$ cat src/rtl/sha256_nonce_scheduler.sv
// Nonce search scheduler: hands nonces to a pool of single-nonce SHA-256 cores and
// funnels their H0 results onto one shared memory write port with round-robin arbitration.
module sha256_nonce_scheduler #(
   parameter int NUM_CORES  = 4,
   parameter int NUM_NONCES = 16
) (
   input  logic                    clk,
   input  logic                    reset_n,
   input  logic                    start,
   input  logic [15:0]             output_addr,
   output logic                    done,
   output logic [NUM_CORES-1:0]    core_start,
   output logic [31:0]             core_nonce,
   input  logic [NUM_CORES-1:0]    core_valid,
   input  logic [32*NUM_CORES-1:0] core_h0,
   output logic [NUM_CORES-1:0]    core_ack,
   output logic                    mem_we,
   output logic [15:0]             mem_addr,
   output logic [31:0]             mem_write_data
);

   localparam int               PTR_W       = (NUM_CORES > 1) ? $clog2(NUM_CORES) : 1;
   localparam logic [15:0]      NONCE_LIMIT = 16'(NUM_NONCES);
   localparam logic [PTR_W-1:0] LAST_CORE   = PTR_W'(NUM_CORES - 1);

   typedef enum logic {
      IDLE,
      RUN
   } state_e;

   state_e                         state_q, state_d;
   logic [15:0]                    outAddr_q, outAddr_d;
   logic [15:0]                    nextNonce_q, nextNonce_d;
   logic [15:0]                    wrCount_q, wrCount_d;
   logic [PTR_W-1:0]               rrPtr_q, rrPtr_d;
   logic [NUM_CORES-1:0]           busy_q, busy_d;
   logic [15:0]                    tag_q [NUM_CORES];
   logic [15:0]                    tag_d [NUM_CORES];

   logic                           done_q, done_d;
   logic [NUM_CORES-1:0]           coreStart_q, coreStart_d;
   logic [31:0]                    coreNonce_q, coreNonce_d;
   logic [NUM_CORES-1:0]           coreAck_q, coreAck_d;
   logic                           memWe_q, memWe_d;
   logic [15:0]                    memAddr_q, memAddr_d;
   logic [31:0]                    memData_q, memData_d;

   logic [NUM_CORES-1:0][31:0]     h0Vec;
   logic [NUM_CORES-1:0]           eligible;
   logic                           dispFound, grantFound;
   logic [PTR_W-1:0]               dispIdx, grantIdx;
   int                             cand;

   assign h0Vec = core_h0;

   always_comb begin
      dispFound = 1'b0;
      dispIdx   = '0;
      for (int i = NUM_CORES - 1; i >= 0; i--) begin
         if (!busy_q[i]) begin
            dispFound = 1'b1;
            dispIdx   = PTR_W'(i);
         end
      end
   end

   // Scanning backwards from the pointer leaves the nearest eligible core as the winner.
   always_comb begin
      eligible   = core_valid & busy_q;
      grantFound = 1'b0;
      grantIdx   = '0;
      cand       = 0;
      for (int k = NUM_CORES - 1; k >= 0; k--) begin
         cand = int'(rrPtr_q) + k;
         if (cand >= NUM_CORES) begin
            cand = cand - NUM_CORES;
         end
         if (eligible[cand]) begin
            grantFound = 1'b1;
            grantIdx   = PTR_W'(cand);
         end
      end
   end

   always_comb begin
      state_d     = state_q;
      outAddr_d   = outAddr_q;
      nextNonce_d = nextNonce_q;
      wrCount_d   = wrCount_q;
      rrPtr_d     = rrPtr_q;
      busy_d      = busy_q;
      tag_d       = tag_q;
      done_d      = done_q;
      coreStart_d = '0;
      coreNonce_d = coreNonce_q;
      coreAck_d   = '0;
      memWe_d     = 1'b0;
      memAddr_d   = memAddr_q;
      memData_d   = memData_q;

      case (state_q)
         IDLE: begin
            if (start) begin
               state_d     = RUN;
               outAddr_d   = output_addr;
               done_d      = 1'b0;
               nextNonce_d = '0;
               wrCount_d   = '0;
               rrPtr_d     = '0;
               busy_d      = '0;
            end
         end

         RUN: begin
            // Dispatch only sees free cores from before this edge, so a core acked now waits a cycle.
            if (dispFound && (nextNonce_q < NONCE_LIMIT)) begin
               coreStart_d[dispIdx] = 1'b1;
               coreNonce_d          = {16'h0000, nextNonce_q};
               tag_d[dispIdx]       = nextNonce_q;
               busy_d[dispIdx]      = 1'b1;
               nextNonce_d          = nextNonce_q + 16'd1;
            end
            if (grantFound) begin
               memWe_d             = 1'b1;
               memAddr_d           = outAddr_q + tag_q[grantIdx];
               memData_d           = h0Vec[grantIdx];
               coreAck_d[grantIdx] = 1'b1;
               busy_d[grantIdx]    = 1'b0;
               wrCount_d           = wrCount_q + 16'd1;
               rrPtr_d             = (grantIdx == LAST_CORE) ? '0 : grantIdx + 1'b1;
               if ((wrCount_q + 16'd1) == NONCE_LIMIT) begin
                  state_d = IDLE;
                  done_d  = 1'b1;
               end
            end
         end

         default: state_d = IDLE;
      endcase
   end

   always_ff @(posedge clk or negedge reset_n) begin
      if (!reset_n) begin
         state_q     <= IDLE;
         outAddr_q   <= '0;
         nextNonce_q <= '0;
         wrCount_q   <= '0;
         rrPtr_q     <= '0;
         busy_q      <= '0;
         tag_q       <= '{default: '0};
         done_q      <= 1'b0;
         coreStart_q <= '0;
         coreNonce_q <= '0;
         coreAck_q   <= '0;
         memWe_q     <= 1'b0;
         memAddr_q   <= '0;
         memData_q   <= '0;
      end else begin
         state_q     <= state_d;
         outAddr_q   <= outAddr_d;
         nextNonce_q <= nextNonce_d;
         wrCount_q   <= wrCount_d;
         rrPtr_q     <= rrPtr_d;
         busy_q      <= busy_d;
         tag_q       <= tag_d;
         done_q      <= done_d;
         coreStart_q <= coreStart_d;
         coreNonce_q <= coreNonce_d;
         coreAck_q   <= coreAck_d;
         memWe_q     <= memWe_d;
         memAddr_q   <= memAddr_d;
         memData_q   <= memData_d;
      end
   end

   assign done           = done_q;
   assign core_start     = coreStart_q;
   assign core_nonce     = coreNonce_q;
   assign core_ack       = coreAck_q;
   assign mem_we         = memWe_q;
   assign mem_addr       = memAddr_q;
   assign mem_write_data = memData_q;

endmodule

$ cat config.mk
export PLATFORM = sky130hd
export DESIGN_NAME = sha256_nonce_scheduler
export DESIGN_NICKNAME = d
export VERILOG_FILES = /design/src/rtl/sha256_nonce_scheduler.sv
export SDC_FILE = /design/constraint.sdc
export NUM_CORES = 1
export LEC_CHECK = 0
export BUFFER_PORTS_ARGS = -buffer_cell sky130_fd_sc_hd__buf_2
export CORE_UTILIZATION = 54
export DETAILED_ROUTE_END_ITERATION = 16
export PLACE_DENSITY = 0.81
export SYNTH_ARGS = -nofsm -noshare
export SYNTH_HDL_FRONTEND = slang
export SYNTH_SLANG_ARGS = --single-unit
$ cat constraint.sdc
create_clock -name clk -period 5.2 [get_ports clk]
set_clock_uncertainty 0.1 [all_clocks]
set_input_delay 0 -clock clk [delete_from_list [all_inputs] [get_ports clk]]
set_output_delay 0 -clock clk [all_outputs]
set_load 0.05 [all_outputs]
==> results of run 1 <==
==> final timing paths <==
kind                       slack, ps        endpoint  depth (start not counted)      startpoint
min in group clk                 190    outAddr_q[2]                          4  output_addr[2]
min                                6  nextNonce_q[8]                          2         reset_n
max in group asynchronous       3770       tag_q[62]                          3         reset_n
max                              620    mem_addr[14]                         14       busy_q[1]
max reg2reg                      620    mem_addr[14]                         14       busy_q[1]
min reg2reg                      380     mem_addr[7]                          2     mem_addr[7]
==> through the flow <==
stage / hold slack [ps] / utilization [%]
CTS: 14.46 / 72.21
detailed placement: -88.91 / 62.40
global placement: -95.91 / 62.40
global route: 55.19 / 72.21
floorplan: -395.6 / -
finish: 6.476 / 72.21
==> flip-flops by register name, indices dropped and copies added (netlist names) <==
register	cells
rrPtr_q	2
core_start	4
done	1
wrCount_q	16
mem_addr	16
tag_q	64
core_nonce	16
mem_we	1
state_q	1
busy_q	4
outAddr_q	16
nextNonce_q	16
core_ack	4
mem_write_data	32
==> synth_stat cells, types with 3 or more instances <==
cell type    n  share of area [%]
a21o_1       7               0.54
ha_1        22                2.8
xor2_1       4               0.36
or4_1        3               0.23
a31oi_1     20                1.3
clkbuf_1    46                1.8
buf_4       17                1.3
o21ai_1     12               0.62
mux2i_1      6               0.62
xnor2_1      5               0.45
buf_1        5               0.19
a21oi_1     17               0.88
and3_1      30                1.9
and2_1      26                1.7
nor4_1       4               0.26
dfrtp_1    193                 50
nand2_1    371                 14
nor2b_1     50                3.2
nand4_1      5               0.32
mux2_2      17                2.0
nor3_1       7               0.36
nor2_1      32                1.2
a211oi_1     4               0.31
nand2b_1     4               0.26
o31ai_1      8               0.62
o21bai_1     4               0.31
inv_1        8               0.31
buf_2       15               0.77
nand3_1     81                4.2
o21ai_0     68                3.5
==> power by group through the flow <==
stage | logic [mW] | clock network, mW | registers (mW)
after floorplan | 2.07 | 0 | 2.91
after global placement | 3.64 | 0 | 2.16
after detailed placement | 3.73 | 0 | 2.19
after CTS | 4.29 | 1.29 | 2.16
after global routing | 4.76 | 1.35 | 2.21
final | 4.41 | 1.26 | 2.17
==> per-layer routing <==
layer | track usage, % | wire, um | vias to the layer above
met5 | 0 | 15 | -
li1 | - | - | 4335
met1 | 38.48 | 11210 | 4417
met4 | 15.99 | 1319 | 2
met3 | 6.935 | 2036 | 123
met2 | 48.92 | 13300 | 452
==> worst register-to-register path: stages, from the launching register on <==
cell,delay (ps)
dfrtp_1,480
nand2_1,170
nor3b_1,430
nor3_4,90
inv_2,660
buf_4,580
nand2_1,110
and3_1,170
a31oi_1,140
ha_1,290
a21o_1,180
and2_1,150
a311o_1,370
or4_1,480
nand3_1,100
==> cell families (layout without fill, tap and decap cells) <==
logic type / count (synthesis) / count (layout) / share of synthesized area (%)
compound gates: 157 / 157 / 9.692
xor+xnor: 9 / 9 / 0.8130
fa+ha+maj: 23 / 23 / 3.046
buf+inv: 92 / 391 / 4.413
flops: 193 / 193 / 49.81
mux: 23 / 23 / 2.594
other cells: 1 / 16 / 0.03868
simple gates: 629 / 629 / 29.59
==> what timing repair did <==
action / CTS / global route
hold buffers: 114 / 0
endpoints found under the setup margin: 0 / 0
endpoints found under the hold margin: 112 / 0
==> cells in the final DEF (no fill, tap or decap), drive strengths merged, types with 22 or more instances in the layout <==
master / Yosys / routed
and3: 30 / 30
buf: 37 / 235
nor2b: 50 / 50
nand2: 373 / 373
o21ai: 80 / 80
and2: 26 / 26
nor2: 32 / 32
dlygate4sd3: 0 / 114
dfrtp: 193 / 193
ha: 22 / 22
nand3: 81 / 81
==> final cells by class <==
class                           count  area (um2)
Clock buffer                       19       452.9
Clock inverter                     13       115.1
Fill cell                        1202        4840
Inverter                            9       33.78
Multi-Input combinational cell    857        4503
Sequential cell                   193        4830
Tap cell                          225       281.5
Timing Repair Buffer              350        2361
==> qor.yml, run 1 <==
die_w_um: 136.0
synthesis.area_um2: 9696
slew_violations: 0
vias: 9329
cts_made_buffers: 17
drv_cap: 0
slew_headroom_pct: 14.45
synth.distinct_cells: 60
max-vdd-ir-drop_mv: 0.4144
grt_pass1_vias: 8826
std_cell_rows: 48
crit_path_end_kind: "register"
status: "complete, no violations"
postSynthAreaPerCell_um2: 8.603
tns_ps: 0
crit_chain: "nand2_1, nor3b_1, nor3_4, inv_2, buf_4, nand2_1, and3_1, a31oi_1, ha_1, a21o_1, and2_1, a311o_1, or4_1, nand3_1"
ys_ff_latch: 193
setup_viol: 0
cts_setup_buffers: 0
post-dp-hpwl_um: 16860
start_util_pct: 55.67
p_int_mw: 4.105
ctsHtreeMaxLevel: 4
start_kind: "register"
crit_buf_inv: 2
overflow: 0
total_power_mw: 7.844
final_area_um2: 12580
yosys_warnings: 0
finalCriticalPeriod_ps: 4582
cts_tree: "yes"
ys.flop_type: "dfrtp_1"
diodes: 0
via_per_inst: 5.600
area_growth_pct: 29.72
fin_crit_sh_pct: 88.12
path_clk_slew_ps: 80
slowest_delay_ps: 660
required_ps: 5460
cts.repair.resized: 0
postRouteWirelength_um: 27890
grt_first_pass_wirelength_um: 43940
cp_top_family: "simple AND/OR/NAND/NOR gates"
finalNetCount: 1602
initialDrtViolationCount: 818
drc: 0
power_density_nw_per_um2: 623.7
ant_nets: 0
die_h_um: 136.0
power.leakage_nw: 6.372
port_buffers: 224
tightest_slew_ps: 1274
synthCells: 1127
die_area_um2: 18490
hold_viol: 0
pre_cts_ws_ps: 742.7
fmax_ghz: 0.2182
setup_ws_ps: 617.9
power_frac_clock_pct: 16.1
dpl_cell_area_um2: 10870
pwr-share-comb_pct: 56.2
seqPwrFrac_pct: 27.7
root_buffer: "clkbuf_16"
dp_cells: 1520
fp.coreArea_um2: 17420
track_usage_pct: 30.47
crit_path_max_fanout: 52
slowest_stage: "inv_2"
first_pass_iters: 7
clock_sinks: 193
rsz0062_at_grt: "no"
wl_per_cell_um: 16.74
crit_type: "reg -> reg"
drive_gt1_share_pct: 20.82
async_flop_share_pct: 100.0
path_common_cell: "nand2_1"
power.switching_mw: 3.739
cp.arrival_ps: 4840
sw_frac_of_total_pct: 47.67
hold_path_class: "in -> async"
antenna_found_initial: 1
finalNonFillerCells: 1666
clk_path_buf_depth: 2
seq_area_frac_synth_pct: 49.81
grt_max_degree: 117
synth-edff-count: 0
num_io_pins: 241
clk_latency_ps: 430
gp_congestion: 0.9307
(Power assumes the default switching activity.)
==> run 2, diff against run 1 <==
ABC_AREA = 0   (was default)
RECOVER_POWER = 25   (was default)
==> run 2 against run 1 <==
Effect of this change: the flow now finishes with violations (max-capacitance violations, max-slew violations); total power is 0.44% lower; cell area decreased by 0.63%; die area stayed put; register-to-register slack about the same; clock power barely moved; wire length rose by 0.25%; worst hold slack better by 180 ps; sequential share of layout area up 0.24 points; sequential power about the same; sequential cell count stayed put; critical endpoint unchanged; highest routed layer unchanged.
==> qor.yml, run 2 (synthesis results as in run 1) <==
p_int_mw: 4.058  # -1.1%
cts_made_buffers: 17  # unchanged
seqPwrFrac_pct: 27.9  # +0.2 points
ant_nets: 0  # unchanged
clk_path_buf_depth: 2  # unchanged
area_growth_pct: 28.91
die_h_um: 136.0  # unchanged
root_buffer: "clkbuf_16"
overflow: 0  # unchanged
finalNonFillerCells: 1666  # unchanged
port_buffers: 224  # unchanged
min_to: "outAddr_q[2]"
power.switching_mw: 3.752  # +0.34%
num_io_pins: 241  # unchanged
slew_violations: 63  # +63
tightest_slew_ps: 3192  # +1919 ps
path_clk_slew_ps: 80  # about the same
holdWs_ps: 188.6  # +182.1 ps
largest_reg_flops: 64  # unchanged
multiInputGateArea_um2: 4503  # unchanged
first_pass_iters: 7  # unchanged
tns_ps: 0  # unchanged
diodes: 0  # unchanged
required_ps: 5460  # about the same
grt_max_degree: 117  # unchanged
r2r-start: "busy_q[1]"
max-vdd-ir-drop_mv: 0.4130  # -0.34%
top_register: "tag_q"
antenna_found_initial: 1  # unchanged
gp_congestion: 0.9307  # unchanged
holdPathStages: 4
violations: "max-capacitance violations, max-slew violations"
pwr-share-comb_pct: 55.9  # -0.3 points
track_usage_pct: 30.47  # unchanged
setup_viol: 0  # unchanged
min_from: "output_addr[2]"
postRouteWirelength_um: 27960  # +0.25%
post-dp-hpwl_um: 16860  # unchanged
cts_tree: "yes"
cp.arrival_ps: 4830  # about the same
reg2reg_slack_ps: 630  # about the same
fin_crit_sh_pct: 87.83  # -0.29 points
crit_path_max_fanout: 52  # unchanged
wl_per_cell_um: 16.78  # +0.25%
ctsHtreeMaxLevel: 4  # unchanged
grt_pass1_vias: 8826  # unchanged
drc: 0  # unchanged
power_frac_clock_pct: 16.2  # about the same
start_util_pct: 55.67  # unchanged
drive_gt1_share_pct: 16.93  # -3.9 points
drv_cap: 1  # +1
power_density_nw_per_um2: 624.9  # +0.19%
grt_first_pass_wirelength_um: 43940  # unchanged
dp_cells: 1520  # unchanged
hold_path_class: "in -> reg"
clk_latency_ps: 430  # about the same
vias: 9374  # +0.48%
die_area_um2: 18490  # unchanged
rr_worst_depth: 14  # unchanged
reg2reg_to: "mem_addr[14]"
finalCriticalPeriod_ps: 4567  # -14.82 ps
crit_type: "reg -> reg"
finalNetCount: 1602  # unchanged
hold_viol: 0  # unchanged
rsz0062_at_grt: "no"
initialDrtViolationCount: 738  # -9.8%
clock_sinks: 193  # unchanged
status: "complete, but fails checks"
sw_frac_of_total_pct: 48.04  # +0.37 points
slew_headroom_pct: -112.8  # -130 points
fmax_ghz: 0.2189  # +0.32%
via_per_inst: 5.627  # +0.48%
std_cell_rows: 48  # unchanged
final_cell_mix: "370 x nand2_1, 193 x dfrtp_1, 168 x buf_2, 114 x dlygate4sd3_1, 81 x nand3_1"
crit_path_end_kind: "register"
fp.coreArea_um2: 17420  # unchanged
final_common_cell: "nand2_1"
die_w_um: 136.0  # unchanged
power.leakage_nw: 6.177  # -3.1%
cts.repair.resized: 0  # unchanged
n_fill_cell: 1240  # +3.2%
regArea_um2: 4830  # unchanged
start_kind: "register"
==> run 2: cell types whose count changed in the layout (fill, tap and decap cells not counted), sizes merged <==
cell    previous run  this run
buf              235       180
clkbuf            20        75
==> run 2: worst max-delay path by stage <==
stage / end / from / depth (start not counted)
after floorplan: mem_addr[14] / busy_q[2] / 17
after global placement: mem_addr[14] / busy_q[0] / 14
after detailed placement: mem_addr[14] / busy_q[1] / 14
after CTS: mem_addr[14] / busy_q[1] / 14
after global routing: mem_addr[15] / busy_q[1] / 15
final: mem_addr[14] / busy_q[1] / 14
==> run 2: power groups by stage <==
stage | combinational, mW | clock [mW] | sequential, mW
4_1_cts | 4.29 | 1.29 | 2.16
3_3_place_gp | 3.64 | 0 | 2.16
5_1_grt | 4.72 | 1.35 | 2.22
6_report | 4.37 | 1.26 | 2.18
3_5_place_dp | 3.73 | 0 | 2.19
2_1_floorplan | 2.07 | 0 | 2.91
==> run 2: per-layer routing <==
layer,share of wire [%],GRT usage [%],up-vias
met1,40,38.48,4478
met4,4.7,15.99,2
met2,48,48.92,434
li1,-,-,4346
met5,0.054,0,-
met3,6.9,6.935,114
==> run 2: through the flow <==
| stage | power (mW) | utilization [%] | setup slack [ps] | cell area, um2 |
|---|---|---|---|---|
| floorplan | 4.987 | - | 1278 | 9752 |
| global placement | 5.808 | 62.40 | 927.3 | 10870 |
| detailed placement | 5.919 | 62.40 | 742.7 | 10870 |
| CTS | 7.730 | 72.21 | 704.0 | 12580 |
| global route | 8.283 | 71.76 | 361.2 | 12500 |
| finish | 7.810 | 71.76 | 632.7 | 12500 |
==> run 2: timing repair <==
action / CTS / global route
hold endpoints to repair: 112 / 0
hold buffers: 114 / 0
buffers inserted: 0 / 0
==> run 2: area by class of cell <==
class	instances	area share, %
Clock buffer	19	3.624
Tap cell	225	2.252
Multi-Input combinational cell	857	36.03
Clock inverter	13	0.9210
Timing Repair Buffer	350	18.26
Inverter	9	0.2703
Sequential cell	193	38.64
==> run 2: worst max-delay path, cell delays in order, from the launching register on <==
cell     delay [ps]
dfrtp_1         480
nand2_1         170
nor3b_1         430
nor3_4           90
inv_2           660
buf_4           560
nand2_1         100
and3_1          170
a31oi_1         140
ha_1            290
a21o_1          180
and2_1          150
a311o_1         370
or4_1           480
nand3_1         100
